`config.mk`:
```
export PLATFORM = sky130hd
export DESIGN_NAME = fpu_cvt_sched
export DESIGN_NICKNAME = d
export VERILOG_FILES = /design/src/rtl/fpu_cvt_pkg.sv /design/src/rtl/fpu_rr_arb.sv /design/src/rtl/fpu_cvt_sched.sv
export SDC_FILE = /design/constraint.sdc
export NUM_CORES = 1
export LEC_CHECK = 0
export ABC_CLOCK_PERIOD_IN_PS = 2100
export BUFFER_PORTS_ARGS = -buffer_cell sky130_fd_sc_hd__buf_2
export CORE_AREA = 2 2 134 136
export CTS_CLUSTER_DIAMETER = 50
export CTS_CLUSTER_SIZE = 8
export DETAILED_ROUTE_END_ITERATION = 10
export DIE_AREA = 0 0 136 138
export PLACE_DENSITY = 0.71
export REMOVE_ABC_BUFFERS = 1
export SLEW_MARGIN = 5
export SYNTH_ARGS = -nofsm -noshare
export SYNTH_HDL_FRONTEND = slang
export SYNTH_SLANG_ARGS = --single-unit
```
`constraint.sdc`:
```
create_clock -name clk -period 2.1 [get_ports clk]
set_input_delay 0.42 -clock clk [delete_from_list [all_inputs] [get_ports clk]]
set_output_delay 0.42 -clock clk [all_outputs]
set_load 0.01 [all_outputs]
```
`src/rtl/fpu_cvt_pkg.sv`:
```
// Shared types and constants for the integer-to-FP64 convert scheduler.
package fpu_cvt_pkg;

  typedef enum logic [1:0] {
    IDLE = 2'd0,
    WAIT = 2'd1,
    RESP = 2'd2
  } cvt_state_e;

  localparam logic [63:0] FP64_POS_ZERO = 64'h0;

  // Index width for n requesters, never narrower than one bit.
  function automatic int idw(input int n);
    return (n > 1) ? $clog2(n) : 1;
  endfunction

endpackage

```
`src/rtl/fpu_rr_arb.sv`:
```
// Combinational round-robin picker: the first valid slot strictly after i_ptr wins,
// wrapping; the pointer register itself lives in the parent.
module fpu_rr_arb
  import fpu_cvt_pkg::*;
#(
  parameter  int N  = 2,
  localparam int IW = idw(N)
) (
  input  logic [N-1:0]  i_req,
  input  logic [IW-1:0] i_ptr,
  output logic [N-1:0]  o_gnt,
  output logic [IW-1:0] o_idx
);

  logic [IW-1:0] w_cand;
  logic          w_hit;
  logic          w_found;

  // Walk outward from the slot after the pointer; only the first hit latches.
  always_comb begin
    o_gnt   = '0;
    o_idx   = '0;
    w_cand  = '0;
    w_hit   = 1'b0;
    w_found = 1'b0;
    for (int k = 1; k <= N; k++) begin
      w_cand        = IW'((int'(i_ptr) + k) % N);
      w_hit         = i_req[w_cand] & ~w_found;
      o_gnt[w_cand] = o_gnt[w_cand] | w_hit;
      o_idx         = w_hit ? w_cand : o_idx;
      w_found       = w_found | w_hit;
    end
  end

endmodule

```
`src/rtl/fpu_cvt_sched.sv`:
```
// Round-robin scheduler for the shared int-to-FP64 converter, one operation in flight.
// Optional zero-source bypass when FPU_CVT_ZERO_BYPASS_EN is defined.
module fpu_cvt_sched
  import fpu_cvt_pkg::*;
#(
  parameter  int NREQ    = 2,
  parameter  int CVT_LAT = 2,
  parameter  int TAGW    = 4,
  localparam int IDW     = idw(NREQ)
) (
  input  logic                 clk,
  input  logic                 rst_n,
  input  logic [NREQ-1:0]      req_valid,
  output logic [NREQ-1:0]      req_ready,
  input  logic [NREQ-1:0]      req_is32,
  input  logic [64*NREQ-1:0]   req_src,
  input  logic [TAGW*NREQ-1:0] req_tag,
  output logic                 cvt_enable,
  output logic                 cvt_is32,
  output logic [63:0]          cvt_src,
  input  logic [63:0]          cvt_dst,
  output logic                 rsp_valid,
  input  logic                 rsp_ready,
  output logic [IDW-1:0]       rsp_id,
  output logic [TAGW-1:0]      rsp_tag,
  output logic [63:0]          rsp_data,
  input  logic                 flush,
  output logic                 busy
);

  localparam int CNTW = $clog2(CVT_LAT + 1);

  cvt_state_e      r_state;
  cvt_state_e      w_state_nxt;
  logic [IDW-1:0]  r_ptr;
  logic [CNTW-1:0] r_cnt;
  logic [63:0]     r_src;
  logic            r_is32;
  logic [TAGW-1:0] r_tag;
  logic [IDW-1:0]  r_id;
  logic [63:0]     r_rsp_data;

  logic [NREQ-1:0] w_gnt;
  logic [IDW-1:0]  w_gidx;
  logic [63:0]     w_sel_src;
  logic            w_sel_is32;
  logic [TAGW-1:0] w_sel_tag;
  logic            w_open;
  logic            w_accept;
  logic            w_bypass;
  logic            w_last;

  fpu_rr_arb #(.N(NREQ)) u_arb (
    .i_req (req_valid),
    .i_ptr (r_ptr),
    .o_gnt (w_gnt),
    .o_idx (w_gidx)
  );

  assign w_sel_src  = req_src[int'(w_gidx)*64 +: 64];
  assign w_sel_is32 = req_is32[w_gidx];
  assign w_sel_tag  = req_tag[int'(w_gidx)*TAGW +: TAGW];

  // Grants are only offered while idle, not flushing and out of reset.
  assign w_open    = (r_state == IDLE) & ~flush & rst_n;
  assign req_ready = w_open ? w_gnt : {NREQ{1'b0}};
  assign w_accept  = w_open & (|(req_valid & w_gnt));
  assign w_last    = (r_cnt == CNTW'(1));

`ifdef FPU_CVT_ZERO_BYPASS_EN
  assign w_bypass = w_sel_is32 ? (w_sel_src[31:0] == 32'h0) : (w_sel_src == 64'h0);
`else
  assign w_bypass = 1'b0;
`endif

  // State register.
  always_ff @(posedge clk or negedge rst_n) begin
    if (!rst_n) begin
      r_state <= IDLE;
    end else begin
      r_state <= w_state_nxt;
    end
  end

  // Next-state logic; flush always returns to IDLE without a response.
  always_comb begin
    w_state_nxt = r_state;
    case (r_state)
      IDLE:    w_state_nxt = w_accept ? (w_bypass ? RESP : WAIT) : IDLE;
      WAIT:    w_state_nxt = flush ? IDLE : (w_last ? RESP : WAIT);
      RESP:    w_state_nxt = (flush | rsp_ready) ? IDLE : RESP;
      default: w_state_nxt = IDLE;
    endcase
  end

  // Operand latch, RR pointer, settle counter and result capture.
  always_ff @(posedge clk or negedge rst_n) begin
    if (!rst_n) begin
      r_ptr      <= IDW'(NREQ - 1);
      r_cnt      <= '0;
      r_src      <= 64'h0;
      r_is32     <= 1'b0;
      r_tag      <= '0;
      r_id       <= '0;
      r_rsp_data <= 64'h0;
    end else if (w_accept) begin
      r_ptr  <= w_gidx;
      r_id   <= w_gidx;
      r_cnt  <= CNTW'(CVT_LAT);
      r_src  <= w_sel_src;
      r_is32 <= w_sel_is32;
      r_tag  <= w_sel_tag;
      if (w_bypass) begin
        r_rsp_data <= FP64_POS_ZERO;
      end
    end else if (r_state == WAIT) begin
      r_cnt <= r_cnt - CNTW'(1);
      if (w_last && !flush) begin
        r_rsp_data <= cvt_dst;
      end
    end
  end

  // Output decode from the registered state.
  always_comb begin
    cvt_enable = 1'b0;
    cvt_is32   = 1'b0;
    cvt_src    = 64'h0;
    rsp_valid  = 1'b0;
    rsp_id     = '0;
    rsp_tag    = '0;
    rsp_data   = 64'h0;
    busy       = 1'b1;
    case (r_state)
      IDLE: busy = 1'b0;
      WAIT: begin
        cvt_enable = 1'b1;
        cvt_is32   = r_is32;
        cvt_src    = r_src;
      end
      RESP: begin
        rsp_valid = 1'b1;
        rsp_id    = r_id;
        rsp_tag   = r_tag;
        rsp_data  = r_rsp_data;
      end
      default: busy = 1'b1;
    endcase
  end

endmodule

```
== Word level (Yosys, flattened, before mapping) ==
Cells that the tools add are included.

* $add $sub $neg: 3
* Muxes and demuxes: 32
* Shifts and indexed selects: 2
* Reduce and logical (&&, ||, !) cells: 8
* Order comparisons: 5
* Bitwise operators: 12
* Equality and inequality tests: 3

{| class="wikitable"
|+ Operator list
! kind !! number
|-
| 64-bit two-way mux || 2
|-
| 128-bit by 8-bit variable part select with 64-bit output || 1
|-
| 1-bit two-way mux || 19
|-
| 2-bit two-way mux || 6
|-
| 8-bit by 4-bit variable part select with 4-bit output || 1
|-
| 1-bit by 2-bit < comparator with 1-bit output, second input constant || 3
|-
| 2-bit case mux with 3 select lines || 1
|-
| 1-bit AND || 4
|-
| 2-bit AND || 2
|-
| 2-bit by 1-bit == test with 1-bit output, second input constant || 2
|-
| 4-bit two-way mux || 1
|-
| 1-bit logical AND || 3
|-
| 1-bit inverter || 3
|-
| 1-bit OR || 3
|-
| 3-bit AND reduction || 1
|-
| 1-bit adder, second input constant || 2
|-
| 2-bit bitwise mux || 1
|-
| 1-bit demux with 1-bit select || 2
|-
| 2-bit == test, second input constant || 1
|-
| 1-bit >= comparator, second input constant || 2
|-
| 2-bit zero test || 1
|-
| 2-bit nonzero test || 1
|-
| 2-bit OR reduction || 1
|-
| 2-bit by 1-bit subtractor with 2-bit output, second input constant || 1
|-
| 1-bit zero test || 1
|}

* Word-level logic and storage cells: 73
* Register bits: 139
* Input bits: 208
* Output and inout port bits: 139

== Longest topological paths before layout ==
Gate-level depths: netlist of run 1.

* Depth in word-level cells: 15
* Depth in mapped cells: 6
* Mapped depth without buffers: 4

== Hierarchy ==
Synthesis of run 1 repeated with hierarchy kept, for this count alone.

* Cells, all modules: 539
* Area total of the unflattened synthesis: 7517.2 um2

{| class="wikitable"
|+ By module, submodules not included
! module !! area each (um2) !! cells an instance !! seq. area each (um2) !! instances
|-
| fpu_cvt_sched || 7490.9 || 535 || 3479.6 || 1
|-
| fpu_rr_arb || 26.3 || 4 || 0.0 || 1
|}

== Worst setup path after synthesis of run 1 ==
OpenSTA, ideal clock, no wires.

* Path type: register -> output
* Start: register r_ptr
* End: output port req_ready[0]
* Data required time: 1.680 ns
* Data arrival time: 1.247 ns
* Slack: 0.433 ns
* Path buffers: 2
* Stages on the path, launching flop included: 5
* Path through: dfstp_2 nor2b_1 buf_2 buf_2 nor3b_1

* Cells in the longest elaborated chain, start to end: 11
* Elaborated cells between the ends (all ways): 25
* Classes of those cells: add/sub: 2; order compare: 4; mux: 12; bitwise: 5; reduce/logical: 2

{| class="wikitable"
|+ Ends and longest elaborated chain
! what !! RTL line !! RTL
|-
| start: declaration || fpu_cvt_sched.sv:35 || <nowiki>logic [IDW-1:0] r_ptr;</nowiki>
|-
| start signal: assignment || fpu_cvt_sched.sv:99 || <nowiki>r_ptr <= IDW'(NREQ - 1);</nowiki>
|-
| start signal: assignment || fpu_cvt_sched.sv:107 || <nowiki>r_ptr <= w_gidx;</nowiki>
|-
| 1-bit adder || fpu_rr_arb.sv:27 || <nowiki>w_cand = IW'((int'(i_ptr) + k) % N);</nowiki>
|-
| 1-bit by 2-bit < comparator with 1-bit output (implied by the code) or 1-bit >= comparator (tied branches) || fpu_rr_arb.sv:29 || <nowiki>o_gnt[w_cand] = o_gnt[w_cand] | w_hit;</nowiki>
|-
| 1-bit logical AND (implied by the code) || fpu_rr_arb.sv:29 ||
|-
| 1-bit two-way mux (implied by the code) || fpu_rr_arb.sv:29 ||
|-
| 1-bit demux with 1-bit select || -- ||
|-
| 2-bit AND (no line) || -- ||
|-
| 1-bit two-way mux (implied by the code) (2 in series) || fpu_rr_arb.sv:29 ||
|-
| 1-bit OR || fpu_rr_arb.sv:29 ||
|-
| 2-bit bitwise mux * || fpu_rr_arb.sv:29 ||
|-
| 2-bit two-way mux * || fpu_cvt_sched.sv:66 || <nowiki>assign req_ready = w_open ? w_gnt : {NREQ{1'b0}};</nowiki>
|-
| end: declaration || fpu_cvt_sched.sv:14 || <nowiki>output logic [NREQ-1:0] req_ready,</nowiki>
|}

Every way passes the cells marked *; elsewhere a longest branch is shown, timed or not. The select of a mux whose other input is x is not followed.

== Worst setup path in the final report of run 1 ==
* Start: register r_state[1]
* End: output port req_ready[0]

* Cells in the longest elaborated chain, start to end: 4

{| class="wikitable"
|+ Ends and longest elaborated chain
! what !! RTL line !! RTL
|-
| start: declaration || fpu_cvt_sched.sv:33 || <nowiki>cvt_state_e r_state;</nowiki>
|-
| start signal: assignment || fpu_cvt_sched.sv:81 || <nowiki>r_state <= w_state_nxt;</nowiki>
|-
| 2-bit zero test || fpu_cvt_sched.sv:65 || <nowiki>assign w_open = (r_state == IDLE) & ~flush & rst_n;</nowiki>
|-
| 1-bit AND (2 in series) || fpu_cvt_sched.sv:65 ||
|-
| 2-bit two-way mux || fpu_cvt_sched.sv:66 ||
|}

No other way between the ends.

==> impl_metrics.json, run 1 <==
{
  "cp-start-kind": "flip-flop",
  "dp_hpwl_mm": 13.8,
  "grt_overflow": 0,
  "grt_util_met2": 0.369,
  "drcViolationCount": 0,
  "power_density_nw_per_um2": 1100,
  "drv_slew": 0,
  "fin_cells": 1133,
  "num_io_pins": 347,
  "wl_per_cell_microns": 18.4,
  "rows": 49,
  "dp.cells": 1093,
  "core_sq_um": 17500,
  "grt_antenna_before_repair": 3,
  "hold_viol": 0,
  "max_freq_mhz": 482,
  "antenna_left": 0,
  "setup_slack_ns": 0.0245,
  "start_util": 0.408,
  "h-tree-depth": 4,
  "yosys.area.top_type": "dfrtp_1",
  "fin_skew_ns": 0.0104,
  "critPathMaxFanout": 4,
  "synth_async_sr_flop_share": 1.00,
  "grt_pass1_vias": 6018,
  "finalCriticalPeriod_ns": 2.08,
  "gr-usage-met1": 0.243,
  "synth_edf_count": 0,
  "numCtsBuffers": 17,
  "dieWidth_microns": 136,
  "portBuffers": 346,
  "synthCells": 563,
  "cts_sinks": 139,
  "worst-slew-pin-transition_ns": 0.734,
  "rsz0062_at_grt": "yes",
  "fin_nets": 1099,
  "ir_drop_mv": 0.605,
  "cp.required_ns": 1.68,
  "yosys.area.top_type_share": 0.483,
  "max-slew-margin-rel": 0.511,
  "arrival_ns": 1.66,
  "grt_pass1_wl_mm": 31.4,
  "yosys_warnings": 0,
  "multi_input_area_sq_um": 3370,
  "viasPerCell": 5.17,
  "hold_class": "input pin to asynchronous set/reset pin",
  "cts_root_buf": "clkbuf_16",
  "clkTransAtPathRegs_ns": 0.06,
  "cts_tree": "done",
  "track_usage": 0.214,
  "cts_buffer_depth": 2,
  "num_vias": 5854,
  "worstSetupPathType": "flip-flop to output port",
  "ys.flop_type": "dfrtp_1",
  "seq_area_frac_synth": 0.487,
  "drv_cap": 0,
  "drt-initial-drc-count": 147,
  "fin_crit_sh": 0.988,
  "grt_max_degree": 140,
  "grtUsageMet3": 0.0858,
  "synth_area_sq_um": 7150,
  "power_uw": 10900,
  "yosys_register_bits": 139,
  "die_h_microns": 138,
  "busiest_layer": "met2",
  "fillers": 1501,
  "yosysMostFrequentCell": "dfrtp_1",
  "synth_commonest_cells": "dfrtp_1, and2_1, o32ai_1",
  "critical_path.endpoint_type": "output port",
  "drt-total-wl_mm": 20.8,
  "setup_viol": 0,
  "seq_area_sq_um": 3480,
  "p_leak_uw": 0.00486,
  "die-area_sq_um": 18800,
  "areaGrowthSynthToFinish_pct": 38.8,
  "yosys-top-cells-area": "dfrtp_1, a2bb2oi_2, and2_1, o32ai_1, mux2_1",
  "gp_congestion": 0.773,
  "synth_cell_types": 33,
  "outcome": "complete, no violations",
  "clkLatencyLatePin_ns": 0.41,
  "first_pass_iters": 5,
  "syn_area_per_cell_sq_um": 12.7,
  "dp_slack_ns": 0.187,
  "layout-drive-gt1-share": 0.539
}
-- where the power goes --
part	total (uW)	internal, uW	switching [uW]
clock network	3400	2260	1150
registers	4310	3720	591
logic	3170	1780	1390
-- per-stage QoR --
step | util | hold slack [ns] | TNS, ns | cell area (sq um)
3_5_place_dp | 0.519 | 0.467 | 0 | 9100
6_report | 0.566 | 0.167 | 0 | 9920
4_1_cts | 0.561 | 0.198 | -0.0224 | 9830
2_1_floorplan | - | 0.124 | -588.39 | 6800
5_1_grt | 0.566 | 0.205 | -0.0990 | 9920
3_3_place_gp | 0.519 | 0.459 | 0 | 9100
-- worst paths after layout --
| path | slack, ns | to | start | cells after the start |
|---|---|---|---|---|
| worst max-delay path | 0.02 | req_ready[0] | r_state[1]$_DFF_PN0_ | 4 |
| worst min-delay path | 0.17 | r_src[26]$_DFFE_PN0P_ | rst_n | 2 |
| worst max register to register | 0.24 | r_rsp_data[3]$_DFFE_PN0P_ | r_state[1]$_DFF_PN0_ | 5 |
| worst min register to register | 0.47 | r_rsp_data[37]$_DFFE_PN0P_ | r_rsp_data[37]$_DFFE_PN0P_ | 1 |
| max in group asynchronous | 1.41 | r_src[45]$_DFFE_PN0P_ | rst_n | 2 |
| min in group clk | 0.23 | r_rsp_data[32]$_DFFE_PN0P_ | cvt_dst[32] | 2 |
-- per-layer routing --
layer	routed length, microns	vias up	part of all wire
li1	-	2742	-
met1	8260	2834	0.40
met2	10300	248	0.49
met3	1940	28	0.093
met4	306	2	0.015
met5	13	-	0.00062
-- repair_timing --
item / CTS / global route
resized for setup: 7 / 2
pin swaps: 1 / 1
buffers inserted: 3 / 0
setup endpoints to repair: 67 / 71
hold buffers: 0 / 0
cloned: 1 / 3
-- critical path, cell delays in order, from the launching register on --
cell and delay (ns):
dfrtp_1 0.41, buf_6 0.13, nor4b_4 0.28, nor3b_4 0.26, buf_2 0.16
-- registers in the layout (all words and copies together), names as in the netlist --
signal	flops
r_id	1
r_rsp_data	64
r_src	64
r_tag	4
r_cnt	2
r_ptr	1
r_state	2
r_is32	1
-- layout make-up --
type                    count  share of cell area
flip-flops and latches    139               0.351
diodes                      2            0.000505
multi-input cells         360               0.339
clock buffers              20              0.0450
repair buffers            369               0.212
clock inverters            11              0.0218
inverters                   3             0.00164
well taps                 229              0.0289
-- cells by family (layout without fill, tap and decap cells) --
group	after synthesis	count (layout)	share of synthesized area
other	0	2	0
AOI/OAI and AO/OA	147	147	0.230
DFF	139	139	0.487
xor gates and xnor gates	1	1	0.00123
and+or+nand+nor	147	147	0.129
adders and majority gates	1	1	0.00175
buffers and inverters	64	403	0.0499
muxes	64	64	0.101
-- placed cells by master, fill, tap and decap left out, types with 2 or more instances in the layout --
cell type and instances:
clkbuf_1 2, diode_2 2, buf_2 345, buf_12 9
dfrtp_1 137, nor2_1 3, nand2_1 2, clkinvlp_4 3
a21oi_1 2, o32ai_1 69, buf_6 2, a2bb2oi_2 60
inv_6 2, mux2_1 49, a2bb2oi_1 9, bufinv_16 6
buf_4 9, clkbuf_16 20, nor3b_4 2, nor2b_4 2
mux2_2 15, and2_1 134
Note: power is estimated with default switching activity, not from simulation.
==> run 2, diff against run 1 <==
--- a/config.mk
+++ b/config.mk
@@ -13,8 +13,10 @@
 export DETAILED_ROUTE_END_ITERATION = 10
 export DIE_AREA = 0 0 136 138
 export PLACE_DENSITY = 0.71
+export RECOVER_POWER = 25
 export REMOVE_ABC_BUFFERS = 1
 export SLEW_MARGIN = 5
 export SYNTH_ARGS = -nofsm -noshare
 export SYNTH_HDL_FRONTEND = slang
 export SYNTH_SLANG_ARGS = --single-unit
+export TNS_END_PERCENT = 1
==> run 2 against run 1 <==
Effect of this change:
- hold slack improved by 0.058 ns
- die area is the same
- global-route usage about the same
- first-iteration DRC count increased by 8.2%
- worst setup slack better by 0.047 ns
- non-clock buffer count is 2 lower
- count of clock-buffer cells in the layout unchanged
- sequential power about the same
- utilization down 0.24 points
- cell area decreased by 0.43%
- via count fell by 0.44%
- largest power group unchanged
==> impl_metrics.json, run 2 (same netlist as run 1, synthesis figures left out) <==
{
  "wl_per_cell_microns": 18.1,
  "grt_util_met2": 0.369,
  "grtUsageMet3": 0.0858,
  "crit_buf_inv": 2,
  "drv_cap": 0,
  "pwr-share-comb": 0.290,
  "cp.required_ns": 1.68,
  "die_h_microns": 138,
  "num_vias": 5828,
  "grt_antenna_before_repair": 3,
  "fillers": 1505,
  "ir_drop_mv": 0.620,
  "setup_viol": 0,
  "drt-initial-drc-count": 159,
  "worst-slew-pin-transition_ns": 0.735,
  "drv_slew": 0,
  "regToRegStartpoint": "r_state[1]$_DFF_PN0_",
  "dieWidth_microns": 136,
  "finalCriticalPeriod_ns": 2.03,
  "switching_share": 0.287,
  "critical_path_depth": 4,
  "busiest_layer": "met2",
  "fin_nets": 1097,
  "p_leak_uw": 0.00484,
  "reg2reg_depth": 5,
  "reg_top3": "r_rsp_data: 64 flops, r_src: 64 flops, r_tag: 4 flops",
  "critPathMaxFanout": 71,
  "cts_root_buf": "clkbuf_16",
  "core_sq_um": 17500,
  "clkTransAtPathRegs_ns": 0.06,
  "cts_sinks": 139,
  "endpoint": "rsp_data[7]",
  "clkLatencyLatePin_ns": 0.41,
  "rsz0062_at_grt": "yes",
  "fin_skew_ns": 0.00980,
  "final_common_cell": "buf_2",
  "track_usage": 0.214,
  "grt_pass1_vias": 6012,
  "timing.hold.ws_ns": 0.224,
  "max_freq_mhz": 493,
  "p_seq_frac": 0.397,
  "portBuffers": 346,
  "first_pass_iters": 4,
  "start_util": 0.408,
  "arrival_ns": 1.61,
  "grt_max_degree": 140,
  "postPlaceCellArea_sq_um": 9100,
  "power_density_nw_per_um2": 1100,
  "final_area_sq_um": 9880,
  "rows": 49,
  "fin_crit_sh": 0.966,
  "dp_slack_ns": 0.187,
  "drcViolationCount": 0,
  "die-area_sq_um": 18800,
  "setup_slack_ns": 0.0713,
  "hold_viol": 0,
  "h-tree-depth": 4,
  "cts_tree": "done",
  "viasPerCell": 5.15,
  "layout_common_cells": "buf_2, dfrtp_1, and2_1, o32ai_1, a2bb2oi_2",
  "numCtsBuffers": 17,
  "areaGrowthSynthToFinish_pct": 38.2,
  "worstSetupPathType": "flip-flop to output port",
  "outcome": "complete, no violations",
  "crit_slowest_cell": "dfrtp_2",
  "cp-start-kind": "flip-flop",
  "grt_pass1_wl_mm": 31.4,
  "p_int_uw": 7750,
  "num_io_pins": 347,
  "switchingPower_uw": 3120,
  "setup.worst_path.start": "r_state[0]$_DFF_PN0_",
  "gr-usage-met1": 0.244,
  "cts_buffer_depth": 2,
  "ctsHoldBuffers": 0,
  "cp_cell_sequence": "nor2b_4 -> buf_12 -> and2_1 -> buf_2",
  "antenna_left": 0,
  "hold_class": "input pin to flip-flop",
  "setup.reg_to_reg.worst_slack_ns": 0.22,
  "max-slew-margin-rel": 0.510,
  "r2r-end": "r_rsp_data[10]$_DFFE_PN0P_",
  "gp_congestion": 0.773,
  "drt-total-wl_mm": 20.5,
  "cp_top_family": "flip-flops",
  "power.share.clock": 0.313,
  "grt_overflow": 0,
  "dp_hpwl_mm": 13.8,
  "layout-drive-gt1-share": 0.538,
  "critical_path.endpoint_type": "output port",
  "max_stage_delay_ns": 0.46
}
-- run 2: per-stage QoR --
stage               total power (uW)  setup TNS [ns]  cells  utilization
global placement                7300               0   1093        0.519
global route                   11500         -0.0132   1130        0.563
detailed placement              7430               0   1093        0.519
finish                         10900               0   1131        0.563
CTS                            10900         -0.0219   1127        0.560
floorplan                       6240         -588.39    502            -
-- run 2: power by group through the flow --
stage,Sequential [uW],Combinational [uW],Clock [uW]
after floorplan,4140,2100,0
after global placement,4310,3000,0
after detailed placement,4360,3070,0
after CTS,4320,3140,3470
after global routing,4440,3440,3600
final,4310,3150,3410
-- run 2: what timing repair did --
action | CTS | global route
pin swaps | 1 | 1
cloned | 1 | 2
buffers inserted | 2 | 0
endpoints found under the hold margin | 0 | 0
resized for setup | 5 | 4
setup endpoints to repair | 67 | 103
-- run 2: routing by layer --
metal	vias to the layer above	routed length, microns
met3	26	2000
met2	252	10100
met5	-	13
met4	2	303
met1	2806	8090
li1	2742	-
-- run 2: layout make-up --
type | instances | area (sq um) | share of cell area
Antenna cell | 2 | 5.00 | 0.000507
Clock buffer | 20 | 447 | 0.0452
Clock inverter | 11 | 216 | 0.0219
Inverter | 3 | 16.3 | 0.00165
Multi-Input combinational cell | 360 | 3370 | 0.341
Sequential cell | 139 | 3480 | 0.353
Tap cell | 229 | 287 | 0.0290
Timing Repair Buffer | 367 | 2060 | 0.208
-- run 2: worst min-delay path by stage --
stage                                    start                          to  cells after the start
floorplan                                rst_n        r_cnt[0]$_DFFE_PN0P_                      0
global placement    r_rsp_data[19]$_DFFE_PN0P_  r_rsp_data[19]$_DFFE_PN0P_                      1
detailed placement  r_rsp_data[22]$_DFFE_PN0P_  r_rsp_data[22]$_DFFE_PN0P_                      1
CTS                                      rst_n       r_src[26]$_DFFE_PN0P_                      2
global route                       cvt_dst[24]  r_rsp_data[24]$_DFFE_PN0P_                      2
finish                             cvt_dst[32]  r_rsp_data[32]$_DFFE_PN0P_                      2
==> run 3, diff against run 2 <==
--- a/config.mk
+++ b/config.mk
@@ -6,13 +6,13 @@
 export NUM_CORES = 1
 export LEC_CHECK = 0
 export ABC_CLOCK_PERIOD_IN_PS = 2100
-export BUFFER_PORTS_ARGS = -buffer_cell sky130_fd_sc_hd__buf_2
-export CORE_AREA = 2 2 134 136
+export CORE_AREA = 2 2 133 135
 export CTS_CLUSTER_DIAMETER = 50
 export CTS_CLUSTER_SIZE = 8
 export DETAILED_ROUTE_END_ITERATION = 10
-export DIE_AREA = 0 0 136 138
-export PLACE_DENSITY = 0.71
+export DIE_AREA = 0 0 135 137
+export DONT_BUFFER_PORTS = 1
+export PLACE_DENSITY = 0.54
 export RECOVER_POWER = 25
 export REMOVE_ABC_BUFFERS = 1
 export SLEW_MARGIN = 5
==> run 3 against run 2 <==
Effect of this change:
- the flow now finishes with violations (hold timing)
- utilization decreased by 9.1 points
- register-to-register slack got worse by 0.02 ns
- worst setup slack got worse by 0.022 ns
- final cell count decreased by 31%
- non-clock buffer count decreased by 350
- combinational power decreased by 17%
- sequential power about the same
- wire length decreased by 8.3%
- critical path depth decreased by 1
- first-iteration DRC count increased by 81%
- critical path type unchanged
- largest power group unchanged
==> impl_metrics.json, run 3 (same netlist as run 1, synthesis figures left out) <==
{
  "outcome": "finished, violations left",
  "violations": "hold timing",
  "regToRegStartpoint": "r_ptr$_DFFE_PN1P_",
  "timing.hold.ws_ns": -0.304,
  "max_stage_delay_ns": 0.47,
  "worstSetupPathType": "flip-flop to output port",
  "crit_buf_inv": 1,
  "num_io_pins": 347,
  "critPathMaxFanout": 67,
  "power_uw": 10100,
  "r2r-end": "r_tag[0]$_DFFE_PN0P_",
  "numCtsBuffers": 17,
  "setup_slack_ns": 0.0494,
  "grt_antenna_before_repair": 0,
  "drv_cap": 0,
  "reg2reg_depth": 3,
  "seq_area_sq_um": 3480,
  "cp-start-kind": "flip-flop",
  "num_vias": 4609,
  "rsz0062_at_grt": "yes",
  "layout_common_cells": "dfrtp_1, and2_1, o32ai_1, a2bb2oi_2, mux2_1",
  "dp_hpwl_mm": 12.5,
  "viasPerCell": 5.93,
  "grt_pass1_vias": 4747,
  "clkTransAtPathRegs_ns": 0.06,
  "dp_slack_ns": -0.0543,
  "max_freq_mhz": 488,
  "clkLatencyLatePin_ns": 0.42,
  "multi_input_area_sq_um": 3390,
  "dieWidth_microns": 135,
  "cp.required_ns": 1.68,
  "cts_root_buf": "clkbuf_16",
  "setup_viol": 0,
  "grt_pass1_wl_mm": 27.3,
  "die-area_sq_um": 18500,
  "gp_congestion": 0.747,
  "start_util": 0.419,
  "first_pass_iters": 4,
  "cts_sinks": 139,
  "drcViolationCount": 0,
  "grt_max_degree": 141,
  "drt-initial-drc-count": 287,
  "reg_top3": "r_rsp_data: 64 flops, r_src: 64 flops, r_tag: 4 flops",
  "fin_crit_sh": 0.976,
  "arrival_ns": 1.63,
  "cts_tree": "done",
  "grt_overflow": 0,
  "drt-total-wl_mm": 18.8,
  "rows": 48,
  "portBuffers": 0,
  "die_h_microns": 137,
  "areaGrowthSynthToFinish_pct": 12.7,
  "critical_path.endpoint_type": "output port",
  "hold_class": "input pin to asynchronous set/reset pin",
  "max-slew-margin-rel": 0.138,
  "finalCriticalPeriod_ns": 2.05,
  "fin_setup_tns_ns": 0,
  "setup.reg_to_reg.worst_slack_ns": 0.20,
  "fin_nets": 749,
  "track_usage": 0.196,
  "core_sq_um": 17100,
  "final_common_cell": "dfrtp_1",
  "drv_slew": 0,
  "p_leak_uw": 0.00326,
  "cts_buffer_depth": 2,
  "final_core_util": 0.472,
  "cp_cell_sequence": "nor2b_4 -> buf_12 -> and2_1",
  "ir_drop_mv": 0.532,
  "h-tree-depth": 4,
  "diodes": 0,
  "crit_slowest_cell": "dfrtp_2",
  "layout-drive-gt1-share": 0.264,
  "antenna_left": 0,
  "cp_top_family": "flip-flops",
  "power_density_nw_per_um2": 1260,
  "fillers": 1516,
  "wl_per_cell_microns": 24.2,
  "worst-slew-pin-transition_ns": 1.29,
  "fin_skew_ns": 0.00994,
  "hold_viol": 139
}
run 3: cell count changes in the layout (fill, tap and decap cells not counted), sizes merged:
| cell | previous run | this run |
|---|---|---|
| clkbuf | 23 | 19 |
| bufbuf | 0 | 1 |
| clkinvlp | 3 | 0 |
| buf | 364 | 16 |
| clkinv | 1 | 4 |
| diode | 2 | 0 |
| nor2b | 2 | 4 |
| inv | 4 | 7 |
| bufinv | 6 | 4 |
run 3: worst max path at each step:
| stage | start | end | slack [ns] | depth (start not counted) |
|---|---|---|---|---|
| floorplan | rst_n | r_cnt[0]$_DFFE_PN0P_ | -5.99 | 3 |
| global placement | req_valid[1] | req_ready[0] | -0.01 | 3 |
| detailed placement | req_valid[1] | r_src[46]$_DFFE_PN0P_ | -0.05 | 4 |
| CTS | r_ptr$_DFFE_PN1P_ | req_ready[0] | -0.05 | 3 |
| global route | r_state[0]$_DFF_PN0_ | rsp_data[0] | -0.05 | 3 |
| finish | r_state[0]$_DFF_PN0_ | rsp_data[7] | 0.05 | 3 |
run 3: area by class of cell:
cell class                      count  area share
Timing Repair Buffer               17      0.0308
Tap cell                          225      0.0349
Inverter                            3     0.00171
Clock buffer                       19      0.0562
Clock inverter                     12      0.0231
Sequential cell                   139       0.432
Multi-Input combinational cell    362       0.421
run 3: per-stage QoR:
step / cells / area, sq um / hold slack, ns
global placement: 742 / 7320 / 0.127
detailed placement: 742 / 7320 / 0.126
CTS: 776 / 8040 / -0.326
finish: 777 / 8060 / -0.304
global route: 777 / 8060 / -0.333
floorplan: 502 / 6800 / 0.124
run 3: per-layer routing:
| metal | part of all wire | track usage | up-vias |
|---|---|---|---|
| li1 | - | - | 2048 |
| met1 | 0.39 | 0.232 | 2301 |
| met2 | 0.51 | 0.336 | 241 |
| met3 | 0.084 | 0.0681 | 19 |
| met4 | 0.015 | 0.0573 | 0 |
| met5 | 0 | 0 | - |
run 3: repair_timing:
item / 4_1_cts / 5_1_grt
pin swaps: 1 / 0
cloned: 2 / 1
buffers inserted: 1 / 0
setup endpoints to repair: 136 / 84
hold endpoints to repair: 139 / 139
resized for setup: 13 / 3
run 3: power by group:
group	leakage [uW]	switching, uW	total, uW	internal (uW)
clock network	0.000315	1150	3210	2060
registers	0.00163	580	4300	3720
logic	0.00132	1190	2610	1410
total	0.00326	2920	10100	7200
